==> src/rtl/if_fetch_unit_pkg.sv <==
// Shared types for the instruction-fetch stage: FSM states, fetch payload, NOP constant.
package if_fetch_unit_pkg;

    localparam int unsigned XLEN = 32;

    typedef logic [XLEN-1:0] word_t;

    typedef enum logic [1:0] {
        ST_IDLE  = 2'd0,
        ST_REQ   = 2'd1,
        ST_WAIT  = 2'd2,
        ST_DRAIN = 2'd3
    } fetch_state_e;

    localparam word_t NOP_INSTR = 32'h0000_0013;

    typedef struct packed {
        word_t pc;
        word_t instr;
    } fetch_entry_t;

    // Word-align a redirect target.
    function automatic word_t align_pc(input word_t a);
        return a & ~word_t'(3);
    endfunction

endpackage

==> src/rtl/if_fetch_unit_if.sv <==
// Instruction-memory req/gnt/rvalid handshake between fetch (master) and memory (slave).
interface if_fetch_unit_if;
    import if_fetch_unit_pkg::*;

    logic  req;
    word_t addr;
    logic  gnt;
    logic  rvalid;
    word_t rdata;

    modport master (output req, output addr, input gnt, input rvalid, input rdata);
    modport slave  (input req, input addr, output gnt, output rvalid, output rdata);
endinterface

==> src/rtl/if_skid_buffer.sv <==
// One-entry {pc, instr} holding register that absorbs a response while decode stalls.
module if_skid_buffer
    import if_fetch_unit_pkg::*;
(
    input  logic         i_clk,
    input  logic         i_rst_n,
    input  logic         i_load,
    input  logic         i_unload,
    input  logic         i_clear,
    input  fetch_entry_t i_d,
    output logic         o_full,
    output fetch_entry_t o_q
);

    // Clear wins over load so a redirect never leaves a stale entry behind.
    always_ff @(posedge i_clk or negedge i_rst_n) begin
        if (!i_rst_n) begin
            o_full <= 1'b0;
            o_q    <= '0;
        end else if (i_clear) begin
            o_full <= 1'b0;
        end else if (i_load) begin
            o_full <= 1'b1;
            o_q    <= i_d;
        end else if (i_unload) begin
            o_full <= 1'b0;
        end
    end

endmodule

==> src/rtl/if_fetch_unit.sv <==
// Instruction-fetch stage: PC ownership, single-outstanding imem fetch, IF/ID output slot with skid.
module if_fetch_unit
    import if_fetch_unit_pkg::*;
#(
    parameter word_t RESET_PC = 32'h0000_0000
) (
    input  logic                   i_clk,
    input  logic                   i_rst_n,
    input  logic                   i_stall,
    input  logic                   i_redirect,
    input  word_t                  i_redirect_pc,
    input  logic                   i_halt,
    if_fetch_unit_if.master        imem,
    output logic                   o_valid,
    output word_t                  o_pc,
    output word_t                  o_pc_plus_4,
    output word_t                  o_instruction
);

    fetch_state_e state_q, state_d;
    word_t        pc_q, inflight_pc_q;
    logic         req_q;
    logic         skid_full;
    fetch_entry_t skid_q;

    logic consumed, slot_free, deliver, skid_load, skid_unload, skid_full_nxt;

    assign consumed      = o_valid & ~i_stall;
    assign slot_free     = ~o_valid | ~i_stall;
    assign deliver       = (state_q == ST_WAIT) & imem.rvalid & ~i_redirect;
    assign skid_load     = deliver & ~slot_free;
    assign skid_unload   = skid_full & consumed & ~i_redirect;
    assign skid_full_nxt = ~i_redirect & (skid_load | (skid_full & ~consumed));

    assign imem.req  = req_q;
    assign imem.addr = pc_q;

    // Next state; a redirect decides whether the outstanding fetch must be drained.
    always_comb begin
        state_d = state_q;
        if (i_redirect) begin
            case (state_q)
                ST_IDLE:  state_d = i_halt ? ST_IDLE : ST_REQ;
                ST_REQ:   state_d = imem.gnt ? ST_DRAIN : ST_REQ;
                ST_WAIT,
                ST_DRAIN: state_d = imem.rvalid ? (i_halt ? ST_IDLE : ST_REQ) : ST_DRAIN;
            endcase
        end else begin
            case (state_q)
                ST_IDLE:  if (!i_halt && !skid_full) state_d = ST_REQ;
                ST_REQ:   if (imem.gnt) state_d = ST_WAIT;
                ST_WAIT:  if (imem.rvalid) state_d = (!i_halt && !skid_full_nxt) ? ST_REQ : ST_IDLE;
                ST_DRAIN: if (imem.rvalid) state_d = ST_IDLE;
            endcase
        end
    end

    always_ff @(posedge i_clk or negedge i_rst_n) begin
        if (!i_rst_n) begin
            state_q       <= ST_IDLE;
            req_q         <= 1'b0;
            pc_q          <= RESET_PC;
            inflight_pc_q <= RESET_PC;
        end else begin
            state_q <= state_d;
            req_q   <= (state_d == ST_REQ);
            if (i_redirect) begin
                pc_q <= align_pc(i_redirect_pc);
            end else if (state_q == ST_REQ && imem.gnt) begin
                inflight_pc_q <= pc_q;
                pc_q          <= pc_q + word_t'(4);
            end
        end
    end

    // IF/ID output slot; the skid entry refills it ahead of any new response.
    always_ff @(posedge i_clk or negedge i_rst_n) begin
        if (!i_rst_n) begin
            o_valid       <= 1'b0;
            o_pc          <= RESET_PC;
            o_pc_plus_4   <= RESET_PC + word_t'(4);
            o_instruction <= NOP_INSTR;
        end else if (i_redirect) begin
            o_valid       <= 1'b0;
            o_instruction <= NOP_INSTR;
        end else if (skid_unload) begin
            o_valid       <= 1'b1;
            o_pc          <= skid_q.pc;
            o_pc_plus_4   <= skid_q.pc + word_t'(4);
            o_instruction <= skid_q.instr;
        end else if (deliver && slot_free) begin
            o_valid       <= 1'b1;
            o_pc          <= inflight_pc_q;
            o_pc_plus_4   <= inflight_pc_q + word_t'(4);
            o_instruction <= imem.rdata;
        end else if (consumed) begin
            o_valid       <= 1'b0;
            o_instruction <= NOP_INSTR;
        end
    end

    if_skid_buffer u_skid (
        .i_clk    (i_clk),
        .i_rst_n  (i_rst_n),
        .i_load   (skid_load),
        .i_unload (skid_unload),
        .i_clear  (i_redirect),
        .i_d      ('{pc: inflight_pc_q, instr: imem.rdata}),
        .o_full   (skid_full),
        .o_q      (skid_q)
    );

endmodule

==> src/flat_wrapper.sv <==
// flat-port wrapper written by rule: the top's interface ports become plain ports
module if_fetch_unit_flat import if_fetch_unit_pkg::*;
#(
    parameter word_t RESET_PC = 32'h0000_0000
)
  (i_clk, i_rst_n, i_stall, i_redirect, i_redirect_pc, i_halt, o_valid, o_pc, o_pc_plus_4, o_instruction, imem_req, imem_addr, imem_gnt, imem_rvalid, imem_rdata);
  if_fetch_unit_if imem_i ();
  input  logic i_clk;
  input  logic i_rst_n;
  input  logic i_stall;
  input  logic i_redirect;
  input  word_t i_redirect_pc;
  input  logic i_halt;
  output logic o_valid;
  output word_t o_pc;
  output word_t o_pc_plus_4;
  output word_t o_instruction;
  output wire logic [$bits(imem_i.req)-1:0] imem_req;
  output wire logic [$bits(imem_i.addr)-1:0] imem_addr;
  input wire logic [$bits(imem_i.gnt)-1:0] imem_gnt;
  input wire logic [$bits(imem_i.rvalid)-1:0] imem_rvalid;
  input wire logic [$bits(imem_i.rdata)-1:0] imem_rdata;
  assign imem_req = imem_i.req;
  assign imem_addr = imem_i.addr;
  assign imem_i.gnt = imem_gnt;
  assign imem_i.rvalid = imem_rvalid;
  assign imem_i.rdata = imem_rdata;
  if_fetch_unit #(.RESET_PC(RESET_PC)) u_core (.i_clk(i_clk), .i_rst_n(i_rst_n), .i_stall(i_stall), .i_redirect(i_redirect), .i_redirect_pc(i_redirect_pc), .i_halt(i_halt), .imem(imem_i), .o_valid(o_valid), .o_pc(o_pc), .o_pc_plus_4(o_pc_plus_4), .o_instruction(o_instruction));
endmodule
==> config.mk <==
export PLATFORM = sky130hd
export DESIGN_NAME = if_fetch_unit_flat
export DESIGN_NICKNAME = d
export VERILOG_FILES = /design/src/rtl/if_fetch_unit_pkg.sv /design/src/rtl/if_fetch_unit_if.sv /design/src/rtl/if_skid_buffer.sv /design/src/rtl/if_fetch_unit.sv /design/src/flat_wrapper.sv
export SDC_FILE = /design/constraint.sdc
export NUM_CORES = 1
export LEC_CHECK = 0
export CAP_MARGIN = 40
export CELL_PAD_IN_SITES_DETAIL_PLACEMENT = 0
export CELL_PAD_IN_SITES_GLOBAL_PLACEMENT = 1
export CORE_MARGIN = 10
export CORE_UTILIZATION = 35
export CTS_CLUSTER_SIZE = 40
export DETAILED_ROUTE_END_ITERATION = 16
export PLACE_DENSITY_LB_ADDON = 0.1
export SLEW_MARGIN = 30
export SYNTH_ARGS = -nofsm -noshare
export SYNTH_HDL_FRONTEND = slang
export SYNTH_SLANG_ARGS = --single-unit
==> constraint.sdc <==
create_clock -name i_clk -period 3.7 [get_ports i_clk]
set_input_delay 1.11 -clock i_clk [delete_from_list [all_inputs] [get_ports i_clk]]
set_output_delay 1.11 -clock i_clk [all_outputs]
set_load 0.03 [all_outputs]
==> flow_metrics.env, run 1 <==
export IMPL_post_cts_resized=0
export IMPL_drt_total_wl_um=32390
export IMPL_initial_core_util=0.3540
export IMPL_synth_compound_area_share=0.1160
export IMPL_ant_nets=0
export IMPL_cp_start_kind="input pin"
export IMPL_ctsHoldBuffers=0
export IMPL_max_freq_ghz=0.3259
export IMPL_fin_setup_tns_ps=0
export IMPL_critPathCaptureType="register"
export IMPL_synth_most_common_cell="dfrtp_1"
export IMPL_max_vdd_ir_drop_mv=0.2847
export IMPL_crit_chain="clkdlybuf4s50_1 -> nor4bb_4 -> buf_4 -> nand2_1 -> nand2_1 -> ha_1 -> nand3_1 -> o22ai_2 -> buf_4 -> nor3b_2 -> mux2i_1 -> o211ai_1"
export IMPL_grt_start_max_net_pins=83
export IMPL_drc_errors=0
export IMPL_grt_pass1_wl_um=50540
export IMPL_synth_adder_area_share=0.002391
export IMPL_ctsHtreeMaxLevel=1
export IMPL_arrival_ps=3470
export IMPL_synth_ff_type="dfrtp_1"
export IMPL_crit_type="in -> reg"
export IMPL_clock_skew_ps=11.53
export IMPL_core_rowCount=63
export IMPL_io_buffer_count=192
export IMPL_ys_warn_count=0
export IMPL_cts_setup_buffers=0
export IMPL_synth_edf_count=0
export IMPL_synth_top_family_by_area="simple AND/OR/NAND/NOR gates"
export IMPL_worst_pin_slew_ps=700.9
export IMPL_fin_crit_sh=0.8294
export IMPL_hpwl_um=23280
export IMPL_power_density_mw_per_mm2=663.7
export IMPL_drt_initial_drc_count=589
export IMPL_stdcell_area_sq_mm=0.01399
export IMPL_maxSlewHeadroom=0.5328
export IMPL_routedWlPerCell_um=20.08
export IMPL_cts_buffer_depth=3
export IMPL_synth_commonest_cells="dfrtp_1, nand2_1, mux2_2"
export IMPL_antenna_found_initial=2
export IMPL_numClockSinks=219
export IMPL_rsz0062_at_grt="false"
export IMPL_synthArstFlopShare=1.000
export IMPL_leakage_nw=6.244
export IMPL_synth_area_top_cells="dfrtp_1, mux2_2, nand2_1, o21ai_0, a222oi_1"
export IMPL_cts_tree="built"
export IMPL_placed_cell_area_sq_mm=0.01311
export IMPL_crit_fanout=8
export IMPL_worstPathRequired_ps=4100
export IMPL_first_pass_iters=8
export IMPL_yosysUniqueCellTypes=61
export IMPL_nNetsFinal=1275
export IMPL_track_usage=0.1713
export IMPL_setup_violations=0
export IMPL_synth_seq_cells=219
export IMPL_status="finished clean"
export IMPL_topRoutingLayerUsed="met5"
export IMPL_synth_seq_area_share=0.5242
export IMPL_period_needed_ps=3069
export IMPL_yosys_area_share_simple=0.1419
export IMPL_first_global_vias=8394
export IMPL_cts_buffers_inserted=27
export IMPL_synthXorXnorAreaFrac=0.04770
export IMPL_dr_wl_met3_um=2474
export IMPL_synth_area_sq_mm=0.01047
export IMPL_maxCapViolCount=0
export IMPL_crit_path_max_incr_delay_ps=480
export IMPL_die_w_um=192.9
export IMPL_met2_length_um=13830
export IMPL_grt_ovfl_total=0
export IMPL_dieArea_sq_mm=0.03722
export IMPL_top_level_ports=201
export IMPL_clock_latency_ps=530
export IMPL_syn_inst=992
export IMPL_hold_violations=0
export IMPL_via_count=8334
export IMPL_dieHeight_um=192.9
export IMPL_drive_gt1_frac=0.1694
export IMPL_slew_viol_final=0
export IMPL_yosysTopAreaCell="dfrtp_1"
export IMPL_wl_met1_um=15720
export IMPL_globalplace_congestion=0.8267
export IMPL_core_sq_mm=0.02956
export IMPL_muxShareOfSynthArea=0.1291
export IMPL_post_drt_via_cell_ratio=5.167
export IMPL_path_clk_slew_ps=60
export IMPL_syn_avg_cell_area_sq_um=10.55
export IMPL_synthToLayoutAreaGrowth_pct=33.73
export IMPL_power_mw=9.288
export IMPL_synth_top_area_frac=0.5141
export IMPL_cts_root_buf="clkbuf_16"
export IMPL_crit_path_top_delay_cell="clkdlybuf4s50_1"
export IMPL_min_path_type="reg -> reg"
where the power goes:
group | leakage [nW] | switching (mW) | internal [mW]
sequential | 2.84 | 0.716 | 2.99
clock | 0.440 | 1.01 | 1.62
combinational | 2.96 | 1.64 | 1.32
total | 6.24 | 3.36 | 5.93
through the flow:
step / setup WS [ps] / utilization / cells / hold slack [ps]
global placement: 118.7 / 0.4433 / 1563 / 448.6
floorplan: 59.52 / - / 997 / 472.8
detailed placement: 113.4 / 0.4433 / 1563 / 448.2
finish: 631.3 / 0.4734 / 1613 / 453.6
CTS: 644.1 / 0.4734 / 1612 / 457.9
global route: 449.2 / 0.4734 / 1612 / 501.3
placed cells by master, fill, tap and decap left out, types with 15 or more instances in the layout:
cell type | synthesis | routed
mux2i_1 | 27 | 27
clkdlybuf4s50_1 | 0 | 190
nand4_1 | 21 | 21
nand2_1 | 128 | 128
nor2_1 | 60 | 58
mux2_2 | 94 | 94
xnor2_1 | 25 | 25
buf_4 | 6 | 43
a21oi_1 | 15 | 15
xor2_1 | 32 | 32
inv_1 | 34 | 34
nand3_1 | 43 | 43
a222oi_1 | 29 | 29
dfrtp_1 | 215 | 215
clkbuf_16 | 0 | 27
o21ai_0 | 60 | 60
logic make-up (layout without fill, tap and decap cells):
family | after synthesis | count (layout)
and+or+nand+nor | 316 | 316
DFF | 219 | 219
AOI/OAI and AO/OA | 175 | 175
muxes | 123 | 123
buffers and inverters | 99 | 324
xor gates and xnor gates | 57 | 57
adders and majority gates | 2 | 2
other | 1 | 7
final timing paths:
kind	startpoint	to	slack, ps	cells after the start
worst max register to register	u_core.o_valid$_DFFE_PN0P_	u_core.o_pc_plus_4[28]$_DFFE_PN0P_	1090	11
min in group asynchronous	i_rst_n	u_core.o_pc_plus_4[14]$_DFFE_PN0P_	520	1
max in group asynchronous	i_rst_n	u_core.o_instruction[20]$_DFFE_PN0P_	2300	2
worst max-delay path	i_stall	u_core.o_pc_plus_4[28]$_DFFE_PN0P_	630	12
worst min-delay path	u_core.o_pc_plus_4[2]$_DFFE_PN1P_	u_core.o_pc_plus_4[2]$_DFFE_PN1P_	450	2
worst min register to register	u_core.o_pc_plus_4[2]$_DFFE_PN1P_	u_core.o_pc_plus_4[2]$_DFFE_PN1P_	450	2
cell type report:
cell class / instances / area [sq um]
Antenna cell: 1 / 2.502
Clock buffer: 42 / 802.0
Clock inverter: 7 / 85.08
Fill cell: 2808 / 15560
Inverter: 34 / 127.6
Multi-Input combinational cell: 679 / 4639
Sequential cell: 219 / 5485
Tap cell: 390 / 488.0
Timing Repair Buffer: 241 / 2365
flip-flops by register name, indices dropped and copies added, names as in the netlist:
signal and cells:
u_core.u_skid.o_q 62, u_core.o_instruction 32, u_core.imem.addr 30, u_core.inflight_pc_q 30, u_core.o_pc 30, u_core.o_pc_plus_4 30
u_core.state_q 2, u_core.imem.req 1, u_core.o_valid 1, u_core.u_skid.o_full 1
layer usage:
metal	global-route usage	up-vias
met5	0	-
met4	0.02988	2
met3	0.04481	27
met2	0.2478	204
met1	0.2535	4124
li1	-	3977
worst max-delay path: cells and delay by family:
kind	cells	cell delay (ps)
buffers and inverters	3	870
AND/OR/NAND/NOR	5	800
multiplexers	1	220
AO/OA/AOI/OAI	2	260
adder cells (fa/ha/maj)	1	190
Note: power is estimated with default switching activity, not from simulation.
==> inputs of run 2 (changes only) <==
Clock period 3.7 ns to 2.78 ns, I/O delays scaled along.
==> flow_metrics.env, run 2 (synthesized netlist as in run 1, its figures left out) <==
export IMPL_status="finished clean"
export IMPL_first_pass_iters=6
export IMPL_crit_family="buffers and inverters"
export IMPL_cts_root_buf="clkbuf_16"
export IMPL_via_count=8516
export IMPL_grt_ovfl_total=0
export IMPL_fin_util=0.4886
export IMPL_placed_cell_area_sq_mm=0.01356
export IMPL_largest_register_ffs=62
export IMPL_stdcell_area_sq_mm=0.01444
export IMPL_p_int_mw=7.923
export IMPL_antenna_found_initial=1
export IMPL_arrival_ps=1790
export IMPL_first_global_vias=8542
export IMPL_fin_setup_tns_ps=0
export IMPL_track_usage=0.1741
export IMPL_final_common_cell="dfrtp_1"
export IMPL_cp_buffers_inverters=1
export IMPL_globalplace_congestion=0.8588
export IMPL_top_level_ports=201
export IMPL_nNetsFinal=1326
export IMPL_critPathCaptureType="output pin"
export IMPL_path_clk_slew_ps=60
export IMPL_cts_tree="built"
export IMPL_clock_latency_ps=530
export IMPL_crit_path_top_delay_cell="clkdlybuf4s50_1"
export IMPL_crit_type="reg -> out"
export IMPL_power_mw=12.40
export IMPL_top_regs="u_core.u_skid.o_q x62, u_core.o_instruction x32"
export IMPL_maxCapViolCount=0
export IMPL_max_freq_ghz=0.3810
export IMPL_synthToLayoutAreaGrowth_pct=38.00
export IMPL_setup_violations=0
export IMPL_crit_fanout=6
export IMPL_ant_nets=0
export IMPL_core_sq_mm=0.02956
export IMPL_num_antenna_cells=0
export IMPL_slew_viol_final=0
export IMPL_netSwitchingPower_mw=4.475
export IMPL_min_path_type="in -> async"
export IMPL_crit_chain="clkdlybuf4s50_1"
export IMPL_post_drt_via_cell_ratio=5.121
export IMPL_maxSlewHeadroom=0.5900
export IMPL_die_w_um=192.9
export IMPL_hold_violations=0
export IMPL_place_ws_ps=-611.6
export IMPL_p_clk_frac=0.271
export IMPL_post_place_cells=1613
export IMPL_rsz0062_at_grt="false"
export IMPL_drc_errors=0
export IMPL_finalWorstSetupSlack_ps=155.5
export IMPL_io_buffer_count=192
export IMPL_seqPwrFrac=0.390
export IMPL_drive_gt1_frac=0.2066
export IMPL_cts_buffers_inserted=26
export IMPL_r2r_slack_ps=330
export IMPL_fin_crit_sh=0.9441
export IMPL_worst_pin_slew_ps=615.0
export IMPL_rr_worst_depth=8
export IMPL_cp_start_kind="register"
export IMPL_max_vdd_ir_drop_mv=0.4461
export IMPL_initial_core_util=0.3540
export IMPL_hpwl_um=24190
export IMPL_routedWlPerCell_um=19.85
export IMPL_drt_total_wl_um=33010
export IMPL_combPwrFrac=0.339
export IMPL_numClockSinks=219
export IMPL_leakage_nw=6.511
export IMPL_ctsHtreeMaxLevel=1
export IMPL_final_cell_mix="dfrtp_1, clkdlybuf4s50_1, nand2_1, mux2_2, buf_4"
export IMPL_dieHeight_um=192.9
export IMPL_swShare=0.3610
export IMPL_grt_start_max_net_pins=67
export IMPL_power_density_mw_per_mm2=858.5
export IMPL_finalNonFillerCells=1663
export IMPL_dieArea_sq_mm=0.03722
export IMPL_grt_pass1_wl_um=51450
export IMPL_r2r_start="u_core.u_skid.o_full$_DFFE_PN0P_"
export IMPL_whs_ps=180.5
export IMPL_crit_path_max_incr_delay_ps=740
export IMPL_worstPathRequired_ps=1950
export IMPL_clock_skew_ps=14.50
export IMPL_core_rowCount=63
export IMPL_cts_buffer_depth=3
export IMPL_drt_initial_drc_count=552
export IMPL_reg2reg_to="u_core.o_pc_plus_4[23]$_DFFE_PN0P_"
export IMPL_period_needed_ps=2625
export IMPL_regMostFlops="u_core.u_skid.o_q"
==> run 2: changes by cell type in the layout (fill, tap and decap cells not counted), moves of 2 or more <==
cell / previous run / this run
clkbuf_8: 7 / 10
bufinv_16: 2 / 0
buf_12: 6 / 11
buf_4: 43 / 90
clkinv_2: 5 / 3
==> run 2: worst max path at each step <==
stage | slack, ps | from | cells past startpoint | endpoint
floorplan | -300 | i_redirect | 15 | u_core.o_pc_plus_4[28]$_DFFE_PN0P_
global placement | -610 | i_stall | 8 | u_core.o_pc_plus_4[31]$_DFFE_PN0P_
detailed placement | -610 | i_stall | 8 | u_core.o_pc_plus_4[31]$_DFFE_PN0P_
CTS | 130 | u_core.imem.addr[5]$_DFFE_PN0N_ | 1 | imem_addr[5]
global route | 60 | i_stall | 12 | u_core.o_pc_plus_4[28]$_DFFE_PN0P_
finish | 160 | u_core.imem.addr[5]$_DFFE_PN0N_ | 1 | imem_addr[5]
==> run 2: metal layers <==
metal	global-route usage	vias to the layer above	wire length, um
met3	0.03921	36	2135
met2	0.2469	202	13940
met5	0	-	13
met1	0.2651	4195	16450
met4	0.03284	2	466
li1	-	4081	-
==> run 2: layout make-up <==
cell class	count	area, sq um
Fill cell	2742	15120
Sequential cell	219	5485
Multi-Input combinational cell	679	4666
Timing Repair Buffer	293	2816
Clock buffer	45	843.3
Tap cell	390	488.0
Inverter	34	127.6
Clock inverter	3	15.01
==> run 2: power groups by stage <==
stage	sequential [mW]	clock [mW]	combinational [mW]
after floorplan	5.56	0	1.37
after global placement	4.87	0	4.23
final	4.84	3.36	4.21
after detailed placement	4.89	0	4.25
after global routing	4.95	3.60	4.52
after CTS	4.84	3.46	4.27
==> run 2: repair_timing <==
item | in CTS | in global routing
setup buffers | 2 | 0
endpoints found under the hold margin | 0 | 0
hold buffers | 0 | 0
setup endpoints to repair | 2 | 0
gates resized for setup | 2 | 0
